===== src/rtl/aixh_mxc_bwd_collect_pkg.sv =====
// ---------------------------------------------------------------------------
// AIXH_MXC_pkg
// Shared constants and types for the MXC backward result collector.
//   MXC_YCOUNT / MXC_YCELLS / MXC_CELL_DW : default array geometry and
//                                           result-cell width
//   MXC_NCELL                              : cells in one aligned word
//   STAT_W                                 : width of the statistics counters
//   mxc_res_t                              : aligned result word {msk, dat};
//                                           the collector's FIFO word uses
//                                           the same bit layout
// ---------------------------------------------------------------------------
package AIXH_MXC_pkg;

    localparam int MXC_YCOUNT  = 4;
    localparam int MXC_YCELLS  = 4;
    localparam int MXC_CELL_DW = 32;
    localparam int MXC_NCELL   = MXC_YCOUNT * MXC_YCELLS;
    localparam int STAT_W      = 32;

    // Mask sits above the data so {msk, dat} packs the same way the
    // collector concatenates its FIFO word.
    typedef struct packed {
        logic [MXC_NCELL-1:0]             msk;
        logic [MXC_NCELL*MXC_CELL_DW-1:0] dat;
    } mxc_res_t;

endpackage


===== src/rtl/aixh_mxc_bwd_collect_fifo.sv =====
// ---------------------------------------------------------------------------
// aixh_mxc_bwd_fifo
// First-word-fall-through buffer for aligned result words.
//   clock_i, reset_i : clock, asynchronous active-high reset
//   pushVld_i        : write request; pushDat_i is the word to store
//   popRdy_i         : consumer takes the head word when popVld_o is high
//   popVld_o         : buffer not empty; popDat_o is the head word (zero
//                      while empty)
//   afull_o          : occupancy >= AFULL_TH
//   drop_o           : write request refused because the buffer was full
//                      and nothing left in the same cycle
// DEPTH must be a power of two so the pointers wrap naturally.
// ---------------------------------------------------------------------------
module aixh_mxc_bwd_fifo
    import AIXH_MXC_pkg::*;
#(
    parameter int WIDTH    = 8,
    parameter int DEPTH    = 8,
    parameter int AFULL_TH = 4
) (
    input  logic             clock_i,
    input  logic             reset_i,
    input  logic             pushVld_i,
    input  logic [WIDTH-1:0] pushDat_i,
    input  logic             popRdy_i,
    output logic             popVld_o,
    output logic [WIDTH-1:0] popDat_o,
    output logic             afull_o,
    output logic             drop_o
);

    localparam int AW    = $clog2(DEPTH);
    localparam int CNT_W = AW + 1;

    logic [WIDTH-1:0] mem_q [DEPTH];
    logic [AW-1:0]    wrPtr_q, wrPtr_d;
    logic [AW-1:0]    rdPtr_q, rdPtr_d;
    logic [CNT_W-1:0] count_q, count_d;

    logic empty;
    logic full;
    logic pop;
    logic pushAcc;

    assign empty   = (count_q == '0);
    assign full    = (count_q == CNT_W'(DEPTH));
    assign pop     = !empty && popRdy_i;
    // A pop in the same cycle frees the slot, so a full buffer still
    // accepts the write.
    assign pushAcc = pushVld_i && (!full || pop);
    assign drop_o  = pushVld_i && full && !pop;

    assign popVld_o = !empty;
    assign popDat_o = empty ? '0 : mem_q[rdPtr_q];
    assign afull_o  = (count_q >= CNT_W'(AFULL_TH));

    // Pointer and occupancy next-state.
    always_comb begin
        wrPtr_d = wrPtr_q;
        rdPtr_d = rdPtr_q;
        count_d = count_q;
        if (pushAcc) begin
            wrPtr_d = wrPtr_q + AW'(1);
        end
        if (pop) begin
            rdPtr_d = rdPtr_q + AW'(1);
        end
        case ({pushAcc, pop})
            2'b10:   count_d = count_q + CNT_W'(1);
            2'b01:   count_d = count_q - CNT_W'(1);
            default: count_d = count_q;
        endcase
    end

    always_ff @(posedge clock_i or posedge reset_i) begin
        if (reset_i) begin
            wrPtr_q <= '0;
            rdPtr_q <= '0;
            count_q <= '0;
        end else begin
            wrPtr_q <= wrPtr_d;
            rdPtr_q <= rdPtr_d;
            count_q <= count_d;
        end
    end

    // Storage needs no reset: the read side only exposes it while the
    // occupancy says it holds valid words.
    always_ff @(posedge clock_i) begin
        if (pushAcc) begin
            mem_q[wrPtr_q] <= pushDat_i;
        end
    end

endmodule


===== src/rtl/aixh_mxc_bwd_collect.sv =====
// ---------------------------------------------------------------------------
// aixh_mxc_bwd_collect
// Deskews the per-row backward results leaving the array's west edge into
// one aligned word per wavefront and buffers those words for the consumer.
//   aixh_core_clk2x / aixh_core_rst2x : clock, async active-high reset
//   i_bwd_vld / i_bwd_dat             : per-cell valids/data, row y at
//                                       [YCELLS*y +: YCELLS]
//   i_clr                             : clears sticky overflow (and stats)
//   o_res_vld / i_res_rdy             : FWFT valid/ready handshake
//   o_res_dat / o_res_msk             : aligned word and its cell mask
//   o_afull                           : occupancy >= FIFO_DEPTH-YCOUNT
//   o_ovf                             : sticky, a word was dropped
// Optional: define AIXH_MXC_BWD_COLLECT_STAT_EN to add saturating
// o_stat_push / o_stat_drop word counters.
// ---------------------------------------------------------------------------
module aixh_mxc_bwd_collect
    import AIXH_MXC_pkg::*;
#(
    parameter int YCOUNT     = MXC_YCOUNT,
    parameter int YCELLS     = MXC_YCELLS,
    parameter int CELL_DW    = MXC_CELL_DW,
    parameter int FIFO_DEPTH = 8
) (
    input  logic                              aixh_core_clk2x,
    input  logic                              aixh_core_rst2x,
    input  logic [YCOUNT*YCELLS-1:0]          i_bwd_vld,
    input  logic [YCOUNT*YCELLS*CELL_DW-1:0]  i_bwd_dat,
    input  logic                              i_clr,
    output logic                              o_res_vld,
    input  logic                              i_res_rdy,
    output logic [YCOUNT*YCELLS*CELL_DW-1:0]  o_res_dat,
    output logic [YCOUNT*YCELLS-1:0]          o_res_msk,
    output logic                              o_afull,
    output logic                              o_ovf
`ifdef AIXH_MXC_BWD_COLLECT_STAT_EN
    ,
    output logic [STAT_W-1:0]                 o_stat_push,
    output logic [STAT_W-1:0]                 o_stat_drop
`endif
);

    localparam int NCELL  = YCOUNT * YCELLS;
    localparam int ROW_DW = YCELLS * CELL_DW;
    localparam int WORD_W = NCELL + NCELL * CELL_DW;

    logic [NCELL-1:0]         alignVld;
    logic [NCELL*CELL_DW-1:0] alignDatRaw;
    logic [NCELL*CELL_DW-1:0] alignDat;
    logic                     pushVld;
    logic [WORD_W-1:0]        rdWord;
    logic                     fifoDrop;
    logic                     ovf_q, ovf_d;

    // Row y leaves the array y cycles behind row 0, so it is held for
    // YCOUNT-1-y cycles; the last row feeds the aligned word directly,
    // which puts the push on the edge closing the cycle that row arrives.
    for (genvar y = 0; y < YCOUNT; y++) begin : gRow
        localparam int DLY = YCOUNT - 1 - y;
        if (DLY == 0) begin : gDirect
            assign alignVld[YCELLS*y +: YCELLS]    = i_bwd_vld[YCELLS*y +: YCELLS];
            assign alignDatRaw[ROW_DW*y +: ROW_DW] = i_bwd_dat[ROW_DW*y +: ROW_DW];
        end else begin : gDelay
            logic [YCELLS-1:0] vldPipe_q [DLY];
            logic [ROW_DW-1:0] datPipe_q [DLY];

            always_ff @(posedge aixh_core_clk2x or posedge aixh_core_rst2x) begin
                if (aixh_core_rst2x) begin
                    for (int k = 0; k < DLY; k++) begin
                        vldPipe_q[k] <= '0;
                        datPipe_q[k] <= '0;
                    end
                end else begin
                    vldPipe_q[0] <= i_bwd_vld[YCELLS*y +: YCELLS];
                    datPipe_q[0] <= i_bwd_dat[ROW_DW*y +: ROW_DW];
                    for (int k = 1; k < DLY; k++) begin
                        vldPipe_q[k] <= vldPipe_q[k-1];
                        datPipe_q[k] <= datPipe_q[k-1];
                    end
                end
            end

            assign alignVld[YCELLS*y +: YCELLS]    = vldPipe_q[DLY-1];
            assign alignDatRaw[ROW_DW*y +: ROW_DW] = datPipe_q[DLY-1];
        end
    end

    // Cells without a valid carry zero so the consumer never sees stale data.
    for (genvar c = 0; c < NCELL; c++) begin : gCell
        assign alignDat[CELL_DW*c +: CELL_DW] =
            alignVld[c] ? alignDatRaw[CELL_DW*c +: CELL_DW] : '0;
    end

    assign pushVld = |alignVld;

    // Word layout {msk, dat} matches mxc_res_t.
    aixh_mxc_bwd_fifo #(
        .WIDTH    (WORD_W),
        .DEPTH    (FIFO_DEPTH),
        .AFULL_TH (FIFO_DEPTH - YCOUNT)
    ) uFifo (
        .clock_i   (aixh_core_clk2x),
        .reset_i   (aixh_core_rst2x),
        .pushVld_i (pushVld),
        .pushDat_i ({alignVld, alignDat}),
        .popRdy_i  (i_res_rdy),
        .popVld_o  (o_res_vld),
        .popDat_o  (rdWord),
        .afull_o   (o_afull),
        .drop_o    (fifoDrop)
    );

    assign {o_res_msk, o_res_dat} = rdWord;

    // Sticky overflow; a drop in the clearing cycle still leaves it set.
    always_comb begin
        ovf_d = ovf_q;
        if (i_clr) begin
            ovf_d = 1'b0;
        end
        if (fifoDrop) begin
            ovf_d = 1'b1;
        end
    end

    always_ff @(posedge aixh_core_clk2x or posedge aixh_core_rst2x) begin
        if (aixh_core_rst2x) begin
            ovf_q <= 1'b0;
        end else begin
            ovf_q <= ovf_d;
        end
    end

    assign o_ovf = ovf_q;

`ifdef AIXH_MXC_BWD_COLLECT_STAT_EN
    logic              pushAcc;
    logic [STAT_W-1:0] statPush_q, statPush_d;
    logic [STAT_W-1:0] statDrop_q, statDrop_d;

    assign pushAcc = pushVld && !fifoDrop;

    // Saturating word counters; clearing takes priority over counting.
    always_comb begin
        statPush_d = statPush_q;
        statDrop_d = statDrop_q;
        if (i_clr) begin
            statPush_d = '0;
            statDrop_d = '0;
        end else begin
            if (pushAcc && (statPush_q != '1)) begin
                statPush_d = statPush_q + STAT_W'(1);
            end
            if (fifoDrop && (statDrop_q != '1)) begin
                statDrop_d = statDrop_q + STAT_W'(1);
            end
        end
    end

    always_ff @(posedge aixh_core_clk2x or posedge aixh_core_rst2x) begin
        if (aixh_core_rst2x) begin
            statPush_q <= '0;
            statDrop_q <= '0;
        end else begin
            statPush_q <= statPush_d;
            statDrop_q <= statDrop_d;
        end
    end

    assign o_stat_push = statPush_q;
    assign o_stat_drop = statDrop_q;
`endif

endmodule


===== config.mk =====
export PLATFORM = sky130hd
export DESIGN_NAME = aixh_mxc_bwd_collect
export DESIGN_NICKNAME = d
export VERILOG_FILES = /design/src/rtl/aixh_mxc_bwd_collect_pkg.sv /design/src/rtl/aixh_mxc_bwd_collect_fifo.sv /design/src/rtl/aixh_mxc_bwd_collect.sv
export SDC_FILE = /design/constraint.sdc
export NUM_CORES = 2
export LEC_CHECK = 0
export CORE_MARGIN = 8
export CORE_UTILIZATION = 64
export CTS_CLUSTER_SIZE = 12
export DETAILED_ROUTE_END_ITERATION = 16
export PLACE_DENSITY = 0.85
export SKIP_LAST_GASP = 1
export SYNTH_ARGS = -nofsm -noshare
export SYNTH_HDL_FRONTEND = slang
export SYNTH_MEMORY_MAX_BITS = 65536
export SYNTH_SLANG_ARGS = --single-unit

===== constraint.sdc =====
create_clock -name aixh_core_clk2x -period 123.4 [get_ports aixh_core_clk2x]
set_clock_uncertainty 0.15 [all_clocks]
set_input_delay 37.02 -clock aixh_core_clk2x [delete_from_list [all_inputs] [get_ports aixh_core_clk2x]]
set_output_delay 37.02 -clock aixh_core_clk2x [all_outputs]
set_load 0.1 [all_outputs]

; After elaboration in Yosys (flattened, before gate mapping)
; Memory sizes are Yosys's and may differ from the RTL's.
; Index checks and enable logic that the tools add are counted.
[totals]
ramBits = 4224
inputBits = 532
ff_bits = 803
elab_cells = 59
output_inout_bits = 531
n_memories = 1
[classes]
reduce_logical = 12
n_eq_ne = 3
n_lt_le_gt_ge = 1
addsub = 4
n_mux = 22
[memory_table]
columns = memory, words, width, read_ports, rd_ports_with_merged_regs, wr, line_no
row1 = uFifo.mem_q, 8, 528, 1, 0, 1, aixh_mxc_bwd_collect_fifo.sv:35  ; logic [WIDTH-1:0] mem_q [DEPTH];
[ops]
columns = cell, count
row1 = $mux W528, 1
row2 = $mux W32, 16
row3 = $reduce_or A16 Y1, 1
row4 = $pmux W4 S2, 1
row5 = $add A3 B1 Y3 const B, 2
row6 = $add A4 B1 Y4 const B, 1
row7 = $eq A4 B4 Y1 const B, 1
row8 = $ge A4 B3 Y1 const B, 1
row9 = $logic_and A1 B1 Y1, 4
row10 = $logic_not A4 Y1, 1
row11 = $mux W1, 4
row12 = $reduce_bool A2 Y1, 2
row13 = $sub A4 B1 Y4 const B, 1
row14 = $logic_not A1 Y1, 3
row15 = $eq A2 B1 Y1 const B, 1
row16 = $eq A2 B2 Y1 const B, 1
row17 = $logic_or A1 B1 Y1, 1

; Longest topological paths before layout
[depth]
depth_word = 7
mapped_depth = 12
mapped_depth_nobuf = 12

; Cells and area by module
; From an unflattened synthesis, not the netlist that was laid out.
[unflattened]
cells_unflattened = 9366
area_unflattened_um2 = 187817.6
[by_module_without_submodules]
columns = module, instances, seq_area_each_um2, area_each_um2, cells_per_inst
row1 = aixh_mxc_bwd_fifo, 1, 127091.9, 164481.5, 8005
row2 = aixh_mxc_bwd_collect, 1, 19844.0, 23336.1, 1361

; Worst setup path after synthesis
; Ideal clock, no wire load.
[synth_timing]
kind = in2reg
from = input port i_bwd_vld[12]
to = memory uFifo.mem_q[0][0] (netlist name) (enable)
t_arrival_ns = 86.972
required_time_ns = 120.538
n_path_buf = 0
path_stages = 4
slack_ns = 33.566
setup_ns = 2.712
path_cell_list = nor4_1 -> nand4_1 -> nand2_1 -> nor4_1
[synth_via]
elab_chain_cells = 4
[synth_lines]
columns = element, line_no
row1 = start: declaration, aixh_mxc_bwd_collect.sv:26  ; input logic [YCOUNT*YCELLS-1:0] i_bwd_vld,
row2 = $reduce_or A16 Y1, aixh_mxc_bwd_collect.sv:93  ; assign pushVld = |alignVld;
row3 = $logic_and A1 B1 Y1, aixh_mxc_bwd_collect_fifo.sv:50  ; assign pushAcc = pushVld_i && (!full || pop);
row4 = $mux W1, aixh_mxc_bwd_collect_fifo.sv:90  ; if (pushAcc) begin
row5 = $mux W1 (implied by the code), aixh_mxc_bwd_collect_fifo.sv:91  ; mem_q[wrPtr_q] <= pushDat_i;
row6 = end: declaration, aixh_mxc_bwd_collect_fifo.sv:35
; No other way between the ends.

; Worst setup path after layout
[layout_timing]
from = register uFifo.rdPtr_q[0]
to = output port o_res_dat[242]
[layout_via]
elab_chain_cells = 2
[layout_lines]
columns = element, line_no
row1 = start: declaration, aixh_mxc_bwd_collect_fifo.sv:37  ; logic [AW-1:0] rdPtr_q, rdPtr_d;
row2 = start signal: assignment, aixh_mxc_bwd_collect_fifo.sv:82  ; rdPtr_q <= rdPtr_d;
row3 = $mem_v2 Z8 W528, -
row4 = $mux W528, aixh_mxc_bwd_collect_fifo.sv:54  ; assign popDat_o = empty ? '0 : mem_q[rdPtr_q];
row5 = end: declaration, aixh_mxc_bwd_collect.sv:31  ; output logic [YCOUNT*YCELLS*CELL_DW-1:0] o_res_dat,
; No other way between the ends.

==> results by group <==
Detailed routing
  • 1st-iter DRT viols: 12,800
  • Antenna viol nets, final: 0
  • Initial DRT Pass Iterations: 5
  • Via Count: 92,800
  • Residual DRC: 0
  • DR WL/cell: 37.2 microns
  • WL final: 507,000 microns
  • Via/cell ratio: 6.81

Finish
  • Layout area overhead: 15.8%
  • Final core utilization: 74.2%
  • Final #Nets: 9,929
  • Layout cells sized above 1: 18.3%
  • Non-Filler Instances: 13,600

Global route
  • Vias in the first global route: 96,800
  • Largest net degree at the start of global routing: 184
  • GRT overflow: 0
  • Total GRT Usage: 32.5%
  • Initial antenna violation count: 88
  • First-pass GRT wire length: 714,000 microns

Job
  • Max Cap Violations: 0

Clock tree
  • Clk root buf: clkbuf_16
  • Worst-path clk slew: 0.06 ns
  • Worst skew pair latency: 1.02 ns
  • Clock Sinks: 5,027
  • Resized cells post-CTS: 0
  • CTS tree: yes
  • Post-CTS Setup Bufs: 0
  • H-tree depth: 5
  • Hold buffers post-CTS: 0
  • Clock Path Buffers: 4
  • Num CTS Buffers: 477

STA
  • Fin. Hold Viols: 0
  • Tightest Pin Transition: 1.35 ns
  • Worst hold slack: 0.0871 ns
  • Minimum clock period: 44.92 ns
  • Period utilization: 36.4%
  • Slew Viols, Final: 0
  • Slew HR: 9.78%
  • Max Freq: 0.0223 GHz
  • Unrepaired setup endpoints after global routing: false
  • Finish-stage setup viols: 0
  • Setup TNS: 0 ns

Die
  • Initial Utilization: 64.1%
  • Core area: 0.287 sq mm
  • Die H: 552 microns
  • Die Area: 0.305 sq mm
  • Io pins: 1,063
  • Die Wd: 552 microns
  • Site Rows: 197

Setup path
  • Critical Path AT: 7.75 ns
  • WP data required: 86.23 ns
  • Critical Path Stages: 8
  • Crit Path Category: reg -> out
  • CP dominant cell by count: buf_4
  • Max stage delay cell, worst path: clkdlybuf4s50_1
  • CP bufs+invs: 5
  • R2r worst-path depth: 9
  • Crit path max-delay family: buffers and inverters
  • Worst-path maximum fanout: 54
  • CP max stage delay: 1.03 ns
  • Startpoint type of the worst setup path: flop
  • Crit. End Element: primary output
  • Cells along the critical path: buf_4 -> buf_4 -> buf_4 -> buf_4 -> mux4_2 -> mux2i_1 -> nor2_1 -> clkdlybuf4s50_1

Yosys
  • Post-synth top area share: 69.0%
  • Cell Area, Synth: 0.184 sq mm
  • Post-synth top area cell: edfxtp_1
  • Main flop type after synthesis: edfxtp_1
  • Post-synth EDFFs: 4,224
  • Post-synth ARST share: 16.0%
  • Seq/Total Area, Yosys: 79.9%
  • Synth warnings: 0
  • Mapped Cells: 8,111
  • Syn Nets: 8,648
  • Syn Area/Cell: 22.7 sq um
  • Top post-synthesis cells by area: edfxtp_1, mux4_2, dfrtp_1
  • Yosys reg bits: 5,027
  • Unique masters post-synth: 31

Placement
  • Post-DP HPWL: 255,000 microns
  • GPL Wtd Cong: 0.788
  • Port bufs: 1,062
  • Placed Cells: 12,700

Hold path
  • Min-Delay Path Depth: 0
  • Hold Path Class: reg -> reg

Run status
  • Status: finished clean
-- logic make-up (layout without fill, tap and decap cells) --
| logic type | after synthesis | after routing | synth area share (%) |
|---|---|---|---|
| buffers and inverters | 406 | 2088 | 1.28 |
| other | 0 | 59 | 0 |
| DFF | 5027 | 5027 | 79.9 |
| muxes | 1587 | 1587 | 15.8 |
| AOI/OAI and AO/OA | 5 | 5 | 0.0143 |
| and+or+nand+nor | 1072 | 1072 | 2.92 |
| xor gates and xnor gates | 9 | 9 | 0.0429 |
| adders and majority gates | 5 | 5 | 0.0340 |
-- worst register-to-register path: cells and delay by family, from the launching register on --
family / cells / cell delay (ns)
simple gates: 4 / 1.31
flops: 1 / 0.69
buf+inv: 5 / 3.76
-- stage by stage --
step           area (sq um)  setup slack [ns]
6_report             213000             78.48
5_1_grt              213000             77.77
4_1_cts              213000             78.09
3_5_place_dp         198000             79.24
3_3_place_gp         198000             79.30
2_1_floorplan        184000             33.57
-- worst paths after layout --
path,startpoint,to,slack (ns)
worst max-delay path,uFifo.rdPtr_q[0],o_res_dat[242],78.48
worst min-delay path,gRow[1].gDelay.datPipe_q[146],alignDatRaw[146],0.09
worst max register to register,gRow[2].gDelay.vldPipe_q[3],uFifo.mem_q[3][150],116.85
worst min register to register,gRow[1].gDelay.datPipe_q[146],alignDatRaw[146],0.09
max in group asynchronous,aixh_core_rst2x,alignDatRaw[143],83.35
min in group asynchronous,aixh_core_rst2x,o_ovf,36.41
-- final cells by class --
type,count,area [sq um]
tap,3781,4730
clock inverter,56,937
fill,14000,73900
antenna,59,148
clock buffer,824,13600
timing repair buffer,1204,11900
inverter,4,22.5
multi-input combinational,2678,34700
sequential,5027,147000
-- placed cells by master, fill, tap and decap left out, types with 15 or more instances in the layout --
master / netlist / routed
dfrtp_1: 803 / 795
mux2i_1: 528 / 528
and2_1: 512 / 512
clkbuf_8: 0 / 31
edfxtp_1: 4224 / 4224
clkdlybuf4s50_1: 0 / 1046
clkbuf_16: 0 / 478
buf_4: 0 / 133
nor2_1: 534 / 531
mux4_2: 1056 / 1056
diode_2: 0 / 59
clkbuf_1: 133 / 315
buf_12: 0 / 22
clkinv_16: 0 / 15
-- flip-flops by register name (all words and copies together) (netlist names) --
| signal | flops |
|---|---|
| uFifo.wrPtr_q | 3 |
| gRow.gDelay.vldPipe_q | 16 |
| gRow.gDelay.datPipe_q | 512 |
| uFifo.mem_q | 4224 |
| o_ovf | 1 |
| uFifo.count_q | 4 |
| alignVld | 8 |
| uFifo.rdPtr_q | 3 |
| alignDatRaw | 256 |
-- Yosys cell counts, drive strengths merged (3+ instances only) --
cell type / n
nand2b: 4
nor4: 5
edfxtp: 4224
nand3: 4
nor3: 5
dfrtp: 803
nor2: 534
mux4: 1056
xnor2: 6
xor2: 3
inv: 4
clkbuf: 133
dlygate4sd1: 6
mux2i: 528
buf: 263
ha: 5
and2: 512
mux2: 3
nand2: 4
-- metal layers --
metal	wire [microns]	vias up	global-route usage, %	share of wire, %
met4	31300	34	16.6	6.2
met3	57200	1343	8.01	11
li1	-	35200	-	-
met1	165000	48600	40.9	33
met2	253000	7678	53.3	50
met5	213	-	0	0.042
Power is left out: the tool's default activity adds up to more than one toggle a clock period on the data nets, which glitch-free logic cannot reach.
